**src/rtl/branch_res_seq.sv**
```systemverilog
// Multi-cycle branch resolution engine. One CHUNK-wide adder is shared by
// the condition compare (rs1 - rs2) and the target add (pc + sext(imm_sb)),
// each walking the word LSB chunk first.
//
//   state | meaning
//   ------+-----------------------------------------------
//   IDLE  | waiting for a request, req_ready high
//   CMP   | N cycles of rs1 + ~rs2 + carry, builds eq/lt flags
//   ADDR  | N cycles of pc + off + carry into the address accumulator
//   DONE  | result presented, waiting for resp_ready
//
// WORD_SIZE must be a multiple of CHUNK.
module branch_res_seq #(
  parameter int WORD_SIZE = 32,
  parameter int CHUNK     = 8
) (
  input  logic                 CLK,
  input  logic                 RST,
  input  logic                 req_valid,
  output logic                 req_ready,
  input  logic [2:0]           branch_type,
  input  logic [WORD_SIZE-1:0] rs1_data,
  input  logic [WORD_SIZE-1:0] rs2_data,
  input  logic [WORD_SIZE-1:0] pc,
  input  logic [12:0]          imm_sb,
  input  logic                 flush,
  output logic                 resp_valid,
  input  logic                 resp_ready,
  output logic                 branch_taken,
  output logic [WORD_SIZE-1:0] branch_addr,
  output logic                 busy
);

  localparam int N  = WORD_SIZE / CHUNK;
  localparam int CW = (N > 1) ? $clog2(N) : 1;
  localparam logic [CW-1:0] LAST = CW'(N - 1);

  localparam logic [1:0] IDLE = 2'd0;
  localparam logic [1:0] CMP  = 2'd1;
  localparam logic [1:0] ADDR = 2'd2;
  localparam logic [1:0] DONE = 2'd3;

  logic [1:0]           state;
  logic [CW-1:0]        cnt;
  logic                 carry;
  logic [2:0]           type_r;
  logic [WORD_SIZE-1:0] op_a;
  logic [WORD_SIZE-1:0] op_b;
  logic [WORD_SIZE-1:0] pc_r;
  logic [WORD_SIZE-1:0] off_r;
  logic [WORD_SIZE-1:0] addr_acc;
  logic                 eq_acc;
  logic                 cout;
  logic                 dsign;
  logic                 s1;
  logic                 s2;

  logic [CHUNK-1:0]     a_sel;
  logic [CHUNK-1:0]     b_sel;
  logic [CHUNK:0]       sum;
  logic [WORD_SIZE-1:0] addr_next;
  logic                 lt;
  logic                 ltu;
  logic                 taken_next;
  logic                 accept;
  logic                 last;

  assign req_ready = (state == IDLE) & ~flush & ~RST;
  assign busy      = (state != IDLE);
  assign accept    = req_valid & req_ready;
  assign last      = (cnt == LAST);

  // Shared adder: operand mux picks compare or target-add operands.
  always_comb begin
    a_sel = pc_r[CHUNK-1:0];
    b_sel = off_r[CHUNK-1:0];
    if (state == CMP) begin
      a_sel = op_a[CHUNK-1:0];
      b_sel = ~op_b[CHUNK-1:0];
    end
    sum = {1'b0, a_sel} + {1'b0, b_sel} + {{CHUNK{1'b0}}, carry};
  end

  // New chunk enters at the top of the accumulator so it is complete after N steps.
  always_comb begin
    addr_next = (addr_acc >> CHUNK) |
                (WORD_SIZE'(sum[CHUNK-1:0]) << (WORD_SIZE - CHUNK));
  end

  // Branch condition from the flags latched at the end of CMP.
  always_comb begin
    lt  = (s1 != s2) ? s1 : dsign;
    ltu = ~cout;
    case (type_r)
      3'b000:  taken_next = eq_acc;
      3'b001:  taken_next = ~eq_acc;
      3'b100:  taken_next = lt;
      3'b101:  taken_next = ~lt;
      3'b110:  taken_next = ltu;
      3'b111:  taken_next = ~ltu;
      default: taken_next = 1'b0;
    endcase
  end

  // Sequencer: state, chunk counter, inter-chunk carry and response valid.
  always_ff @(posedge CLK) begin
    if (RST) begin
      state      <= IDLE;
      cnt        <= '0;
      carry      <= 1'b0;
      resp_valid <= 1'b0;
    end else if (flush) begin
      state      <= IDLE;
      cnt        <= '0;
      carry      <= 1'b0;
      resp_valid <= 1'b0;
    end else begin
      case (state)
        IDLE: begin
          if (accept) begin
            state <= CMP;
            cnt   <= '0;
            carry <= 1'b1;
          end
        end
        CMP: begin
          if (last) begin
            state <= ADDR;
            cnt   <= '0;
            carry <= 1'b0;
          end else begin
            cnt   <= cnt + 1'b1;
            carry <= sum[CHUNK];
          end
        end
        ADDR: begin
          if (last) begin
            state      <= DONE;
            cnt        <= '0;
            carry      <= 1'b0;
            resp_valid <= 1'b1;
          end else begin
            cnt   <= cnt + 1'b1;
            carry <= sum[CHUNK];
          end
        end
        default: begin
          if (resp_ready) begin
            state      <= IDLE;
            resp_valid <= 1'b0;
          end
        end
      endcase
    end
  end

  // Datapath: operand capture, chunk shifting, flag latching and result registers.
  always_ff @(posedge CLK) begin
    if (RST) begin
      type_r       <= '0;
      op_a         <= '0;
      op_b         <= '0;
      pc_r         <= '0;
      off_r        <= '0;
      addr_acc     <= '0;
      eq_acc       <= 1'b0;
      cout         <= 1'b0;
      dsign        <= 1'b0;
      s1           <= 1'b0;
      s2           <= 1'b0;
      branch_taken <= 1'b0;
      branch_addr  <= '0;
    end else if (!flush) begin
      case (state)
        IDLE: begin
          if (accept) begin
            type_r   <= branch_type;
            op_a     <= rs1_data;
            op_b     <= rs2_data;
            pc_r     <= pc;
            off_r    <= {{(WORD_SIZE-13){imm_sb[12]}}, imm_sb};
            addr_acc <= '0;
            eq_acc   <= 1'b1;
          end
        end
        CMP: begin
          op_a   <= op_a >> CHUNK;
          op_b   <= op_b >> CHUNK;
          eq_acc <= eq_acc & (op_a[CHUNK-1:0] == op_b[CHUNK-1:0]);
          if (last) begin
            cout  <= sum[CHUNK];
            dsign <= sum[CHUNK-1];
            s1    <= op_a[CHUNK-1];
            s2    <= op_b[CHUNK-1];
          end
        end
        ADDR: begin
          pc_r     <= pc_r >> CHUNK;
          off_r    <= off_r >> CHUNK;
          addr_acc <= addr_next;
          if (last) begin
            branch_addr  <= addr_next;
            branch_taken <= taken_next;
          end
        end
        default: ;
      endcase
    end
  end

endmodule

```
**config.mk**
```make
export PLATFORM = sky130hd
export DESIGN_NAME = branch_res_seq
export DESIGN_NICKNAME = d
export VERILOG_FILES = /design/src/rtl/branch_res_seq.sv
export SDC_FILE = /design/constraint.sdc
export NUM_CORES = 1
export LEC_CHECK = 0
export BUFFER_PORTS_ARGS = -buffer_cell sky130_fd_sc_hd__buf_2
export CORE_ASPECT_RATIO = 0.8
export CORE_MARGIN = 10
export CORE_UTILIZATION = 27
export CTS_CLUSTER_DIAMETER = 200
export DETAILED_ROUTE_END_ITERATION = 16
export PLACE_DENSITY = 0.46
export SLEW_MARGIN = 0
export SYNTH_ARGS = -nofsm -noshare
export SYNTH_HDL_FRONTEND = slang
export SYNTH_SLANG_ARGS = --single-unit
```
**constraint.sdc**
```tcl
create_clock -name CLK -period 8.4 [get_ports CLK]
set_input_delay 1.26 -clock CLK [delete_from_list [all_inputs] [get_ports CLK]]
set_output_delay 1.26 -clock CLK [all_outputs]
set_load 0.005 [all_outputs]
```
# After elaboration in Yosys (flattened, before gate mapping)
# Index checks and enable logic that the tools add are counted.
dict set report word_totals {
  output_inout_bits 36
  in_bits 117
  wordCells 93
  regBits 207
}
dict set report classes {
  reduce_logical 19
  addsub 3
  bitwise_logic 12
  eq_ne 13
  muxes 29
}
# operator n
set op_table {}
lappend op_table {{case mux 32 bit (2 select lines)} 5}
lappend op_table {{two-way mux 32 bit} 5}
lappend op_table {{bitwise OR 24 x 32 -> 32 bit} 1}
lappend op_table {{AND reduction 3 bit} 6}
lappend op_table {{two-way mux 8 bit} 2}
lappend op_table {{equality test 3 bit, second input constant} 4}
lappend op_table {{two-way mux 2 bit} 6}
lappend op_table {{nonzero test 2 bit} 5}
lappend op_table {{adder 8 x 8 -> 9 bit} 1}
lappend op_table {{adder 9 x 1 -> 9 bit} 1}
lappend op_table {{equality test 8 bit} 1}
lappend op_table {{NOT 8 bit} 1}
lappend op_table {{inequality test 2 bit, second input constant} 3}
lappend op_table {{NOT 1 bit} 6}
lappend op_table {{case mux 1 bit (2 select lines)} 3}
lappend op_table {{case mux 1 bit (6 select lines)} 1}
lappend op_table {{case mux 2 bit (3 select lines)} 1}
lappend op_table {{OR reduction 2 bit} 3}
lappend op_table {{two-way mux 1 bit} 5}
lappend op_table {{bitwise AND 1 bit} 4}
lappend op_table {{equality test 2 bit, second input constant} 2}
lappend op_table {{case mux 2 bit (2 select lines)} 1}
lappend op_table {{AND reduction 4 bit} 1}
lappend op_table {{nonzero test 4 bit} 1}
lappend op_table {{7 further kinds} 7}

# Longest topological paths before layout
# Gate-level depths: netlist of run 1.
dict set report depth {
  depth_word 6
  depth_mapped 12
  mapped_depth_nobuf 9
}

# Worst setup path after synthesis of run 1
# OpenSTA, ideal clock, no wires.
dict set report synth_timing {
  path_kind {input-to-output}
  start {input flush}
  end {output req_ready}
  path_buffers 2
  arrival_time_ns 1.960
  path_slack_ns 5.180
  required_time_ns 7.140
  stages 4
  cell_sequence {buf_2 -> or2_2 -> clkbuf_1 -> nor2_1}
}
dict set report synth_between {
  elab_chain_len 3
}
# item line
set synth_rtl {}
lappend synth_rtl {{from (decl)} 26} ;# input logic flush,
lappend synth_rtl {{NOT 1 bit (no source line)} --}
lappend synth_rtl {{bitwise AND 1 bit (2 in a row)} 68} ;# assign req_ready = (state == IDLE) & ~flush & ~RST;
lappend synth_rtl {{to (decl)} 20} ;# output logic req_ready,
# No other way between the ends.

# Worst setup path after layout of run 1
dict set report layout_timing {
  start {input RST}
  end {output req_ready}
}
dict set report layout_between {
  elab_chain_len 2
}
# item line
set layout_rtl {}
lappend layout_rtl {{from (decl)} 18} ;# input logic RST,
lappend layout_rtl {{NOT 1 bit} 68}
lappend layout_rtl {{bitwise AND 1 bit} 68}
# No other way between the ends.

==> results of run 1 <==
[metal layers]
layer / share of wire (%) / vias to the layer above / GRT usage, %
li1: - / 3417 / -
met4: 0.78 / 6 / 3.185
met2: 44 / 92 / 19.61
met1: 50 / 3027 / 16.86
met5: 0.17 / - / 0
met3: 4.6 / 15 / 3.726
[final cells by class]
cell class | count | area, um^2 | area share (%)
Clock buffer | 19 | 442.9 | 4.522
Sequential cell | 182 | 3643 | 37.20
Timing Repair Buffer | 160 | 827.0 | 8.444
Multi-Input combinational cell | 627 | 4163 | 42.50
Antenna cell | 3 | 7.507 | 0.07665
Tap cell | 406 | 508.0 | 5.187
Inverter | 17 | 63.81 | 0.6515
Clock inverter | 13 | 138.9 | 1.418
[cells in the mapped netlist (6+ instances only)]
| library cell | n | area share, % |
|---|---|---|
| a211oi_1 | 88 | 8.1 |
| a21oi_1 | 64 | 3.9 |
| a22oi_1 | 18 | 1.7 |
| buf_2 | 39 | 2.4 |
| clkbuf_1 | 32 | 1.5 |
| dfxtp_1 | 182 | 45 |
| ha_1 | 12 | 1.8 |
| inv_1 | 17 | 0.78 |
| mux2_2 | 7 | 0.96 |
| mux2i_1 | 98 | 12 |
| nand2_1 | 91 | 4.2 |
| nand2b_1 | 6 | 0.46 |
| nand3b_1 | 33 | 3.0 |
| nor2_1 | 124 | 5.7 |
| nor3_1 | 6 | 0.37 |
| o211ai_1 | 6 | 0.55 |
| o21a_1 | 7 | 0.64 |
| o41ai_1 | 6 | 0.64 |
| or2_2 | 6 | 0.46 |
| xor2_1 | 8 | 0.86 |
[flip-flops by register name (all words and copies together) (netlist names)]
register      flops
resp_valid        1
state             2
eq_acc            1
pc_r             32
type_r            3
cout              1
branch_taken      1
cnt               2
carry             1
op_b             32
op_a             32
off_r            15
s1                1
s2                1
dsign             1
addr_acc         24
branch_addr      32
[cells by family after synthesis]
kind of cell               Yosys count  synth area share [%]
DFF                                182                 44.51
muxes                              105                 12.95
AOI/OAI and AO/OA                  217                 18.55
and+or+nand+nor                    280                 15.54
adders and majority gates           14                 2.323
xor gates and xnor gates            11                 1.177
buffers and inverters               93                 4.952
[critical path: stages]
cell	delay [ns]
buf_6	0.65
or2_2	0.31
nor2_1	0.06
buf_2	0.12
[worst paths after layout]
kind             from      endpoint  slack, ns  cells after the start
max reg2reg  state[1]  addr_acc[31]       5.58                      8
min          op_b[26]      op_b[26]       0.45                      2
min reg2reg  op_b[26]      op_b[26]       0.45                      2
max               RST     req_ready       4.73                      4
[power by group]
part	switching, mW	internal, mW
clock network	0.379	0.429
registers	0.0199	0.890
logic	0.0958	0.0771
total	0.494	1.40
[through the flow]
| stage | hold WS (ns) | std cells | power, mW |
|---|---|---|---|
| 3_3_place_gp | 0.4400 | 1392 | 1.105 |
| 3_5_place_dp | 0.4445 | 1392 | 1.106 |
| 6_report | 0.4509 | 1427 | 1.890 |
| 5_1_grt | 0.4661 | 1425 | 1.983 |
| 4_1_cts | 0.4537 | 1424 | 1.925 |
| 2_1_floorplan | 0.4316 | 902 | 1.042 |
==> results.toml, run 1 <==
[global_route]
grt_pass1_wl_um = 38280
grt_pass1_vias = 6639
grt_max_degree = 113
antenna_found_initial = 7
grt.overflow.total = 0
grt_usage_pct = 12.67

[finish]
mostFrequentLayoutCells = "dfxtp_1 (182), buf_2 (151), nor2_1 (123), mux2i_1 (98), nand2_1 (91)"
area.growth.synth_to_final_pct = 19.64
layout_commonest_cell = "dfxtp_1"
final_nets = 1136
fillers = 3181
final_core_util_pct = 33.12
drive_gt1_share_pct = 21.32
final_area_um2 = 9794

[synth]
synth_ff_type = "dfxtp_1"
syn_inst = 902
avgSynthCellArea_um2 = 9.076
synthDistinctLibCells = 53
synth.ff_latch_count = 182
synthesis.area_um2 = 8187
synth_edf_count = 0
ys_seq_area_share_pct = 44.51
async_reset_ff_share_pct = 0
syn-num-nets = 1033
yosys_warnings = 0

[drt]
first_pass_iters = 4
wl_per_cell_um = 16.71
avgViaCountPerCell = 4.595
first_iter_violations = 348
ant_nets = 0
routed-via-count = 6557
drc_errors = 0
wirelength_um = 23850

[sta]
final_max_slew_viol_count = 0
worstMarginPinSlew_ns = 1.118
final_hold_viol_count = 0
max_slew_margin_pct = 25.45
fmax_ghz = 0.2727
period_needed_ns = 3.667
fin_skew_ns = 0.01319
setup_tns_ns = 0
rsz0062_at_grt = "false"
setup_violations = 0
postLayoutSetupSlackWorst_ns = 4.733
period_share_pct = 43.65

[clocking]
numCtsBuffers = 17
worstSkewPairLatency_ns = 0.44
cts_resized = 0
cts_buffer_depth = 2
cts.clk_slew.worst_paths_ns = 0.07
post_cts_buffers = 0
cts_tree = "yes"
root_buffer = "clkbuf_16"
clock-sinks = 182
htree_levels = 4
cts-hold-fix-buffers = 0

[worst_setup_path]
critPathKind = "input pin to output port"
cp_max_fo = 112
crit_required_ns = 7.14
critPathCaptureType = "output port"
cp-start-kind = "input pin"
critPathArrivalTime_ns = 2.41

[place]
gp_congestion = 0.7689
hpwl_um = 16420
portBuffers = 152
place_ws_ns = 4.694
placed_cell_area_um2 = 9205

[run_status]
status = "finished, final reports clean"

[floorplan]
die_w_um = 214.7
core_region_area_um2 = 29570
die-area_um2 = 37730
placementRows = 56
start_util_pct = 27.69
die_y_um = 175.7
ios = 153

[flow_run]
maxCapViolCount = 0

[power_and_ir_drop]
leakage_nw = 3.499
vdd_ir_drop_max_v = 0.0001343
powerDensity_nw_per_um2 = 193.0

[min_path]
min_path_type = "register to register"
Power figures use the tool's default switching activity.
==> run 2, diff against run 1 <==
- PLACE_DENSITY: 0.46 -> 0.47
- clock period: 8.4 -> 3.28 ns (I/O delays scaled with it)
==> run 2 against run 1 <==
Compared with the run above: sequential cell count did not move; core utilization increased by 0.18 points; worst hold slack got worse by 0.13 ns; setup slack got worse by 4.4 ns; sequential power rose to 2.6 times the previous value; clock skew fell by 0.0022 ns; critical path depth grew 3; via count increased by 0.21%; final cell count hardly changed; non-clock buffer count rose by 2; power grew to 2.6 times the previous value; sequential share of layout area fell by 0.20 points.
==> results.toml, run 2 (synthesis gave the netlist of run 1 again) <==
[drt]
avgViaCountPerCell = 4.608
wl_per_cell_um = 16.67
first_iter_violations = 315
first_pass_iters = 6
drc_errors = 0
wirelength_um = 23780
routed-via-count = 6571
ant_nets = 0

[floorplan]
die-area_um2 = 37730
placementRows = 56
ios = 153
die_w_um = 214.7
core_region_area_um2 = 29570
die_y_um = 175.7
start_util_pct = 27.69

[min_path]
min_path_type = "input pin to register"
min_path_cells = 3

[finish]
drive_gt1_share_pct = 21.32
fillers = 3158
final_nets = 1138
mostFrequentLayoutCells = "dfxtp_1 (182), buf_2 (151), nor2_1 (123), mux2i_1 (98), nand2_1 (91)"
area.growth.synth_to_final_pct = 20.28
layout_commonest_cell = "dfxtp_1"

[clocking]
cts_buffer_depth = 2
numCtsBuffers = 17
worstSkewPairLatency_ns = 0.43
cts.clk_slew.worst_paths_ns = 0.07
cts_tree = "yes"
cts_resized = 0
cts-hold-fix-buffers = 0
post_cts_buffers = 0
htree_levels = 4
clock-sinks = 182
root_buffer = "clkbuf_16"

[place]
portBuffers = 152
place_ws_ns = 0.3731
gp_congestion = 0.7592
hpwl_um = 16800

[sta]
period_share_pct = 88.80
postLayoutSetupSlackWorst_ns = 0.3673
fin_skew_ns = 0.01101
period_needed_ns = 2.913
final_hold_viol_count = 0
fmax_ghz = 0.3433
worstMarginPinSlew_ns = 1.087
rsz0062_at_grt = "false"
max_slew_margin_pct = 27.55
setup_tns_ns = 0
setup_violations = 0
final_max_slew_viol_count = 0

[global_route]
grt_pass1_vias = 6571
grt_pass1_wl_um = 37830
grt.overflow.total = 0
antenna_found_initial = 5
grt_max_degree = 113
grt_usage_pct = 12.51

[worst_setup_path]
rr_startpoint = "state[0]"
reg2reg_slack_ns = 0.37
crit_required_ns = 3.61
worstRegToRegCells = 7
path_cells = "ha_4, buf_4, nand2b_1, a21oi_4, buf_12, nor2_1, a211oi_1"
crit_end = "op_a[2]"
crit_path_max_incr_delay_ns = 0.83
crit_slowest_cell = "buf_4"
cp_max_fo = 112
crit-reg2reg-capture = "op_a[2]"
critPathArrivalTime_ns = 3.25
critPathKind = "register to register"
critPathCaptureType = "register"
cp-startpoint = "state[0]"
cp-start-kind = "register"

[flow_run]
maxCapViolCount = 0

[run_status]
status = "finished, final reports clean"

[power_and_ir_drop]
powerDensity_nw_per_um2 = 493.0
leakage_nw = 3.519
vdd_ir_drop_max_v = 0.0003452
## run 2: cell types whose count changed in the layout (fill, tap and decap cells not counted)
cell       before  now
buf_12          0    3
inv_6           4    5
buf_4           8    7
bufinv_16       1    2
clkinv_4        4    3
diode_2         3    2
inv_8           3    1
clkinv_2        1    0
## run 2: metal layers
layer / routed length (um) / global-route usage (%) / up-vias
li1: - / - / 3420
met1: 12100 / 16.94 / 3028
met2: 10310 / 18.94 / 100
met3: 1153 / 3.846 / 17
met4: 176 / 2.978 / 6
met5: 35 / 0 / -
## run 2: how the worst min path moves through the flow
stage / startpoint / to / slack (ns)
after global routing: pc[29] / pc_r[29] / 0.31
final: branch_type[1] / type_r[1] / 0.32
after global placement: pc_r[26] / pc_r[26] / 0.44
after detailed placement: op_a[29] / op_a[29] / 0.44
after floorplan: op_a[24] / op_a[24] / 0.43
after CTS: branch_type[1] / type_r[1] / 0.29
## run 2: critical path: cells and delay by family (launching register included)
| family | cells | cell delay, ns |
|---|---|---|
| AOI/OAI and AO/OA | 2 | 0.44 |
| and+or+nand+nor | 2 | 0.34 |
| DFF | 1 | 0.42 |
| buffers and inverters | 2 | 1.22 |
| adders and majority gates | 1 | 0.33 |
## run 2: area by class of cell
cell class | instances | area [um^2] | share of cell area, %
repair buffers | 162 | 879.6 | 8.933
multi-input cells | 627 | 4163 | 42.27
clock inverters | 11 | 141.4 | 1.436
well taps | 406 | 508.0 | 5.159
diodes | 2 | 5.005 | 0.05083
clock buffers | 19 | 442.9 | 4.498
inverters | 17 | 63.81 | 0.6480
flip-flops and latches | 182 | 3643 | 37.00
## run 2: per-stage QoR
stage / cell area, um^2 / hold slack, ns / cells / power [mW] / util [%]
finish: 9847 / 0.3213 / 1426 / 4.855 / 33.30
global route: 9842 / 0.3060 / 1424 / 5.080 / 33.29
CTS: 9842 / 0.2934 / 1424 / 4.940 / 33.29
detailed placement: 9258 / 0.4434 / 1394 / 2.839 / 31.31
global placement: 9258 / 0.4396 / 1394 / 2.834 / 31.31
floorplan: 8187 / 0.4316 / 902 / 2.669 / -
## run 2: power breakdown
part | switching, mW | total, mW | internal, mW
Clock | 0.916 | 2.07 | 1.16
Sequential | 0.0518 | 2.33 | 2.28
Combinational | 0.247 | 0.448 | 0.202
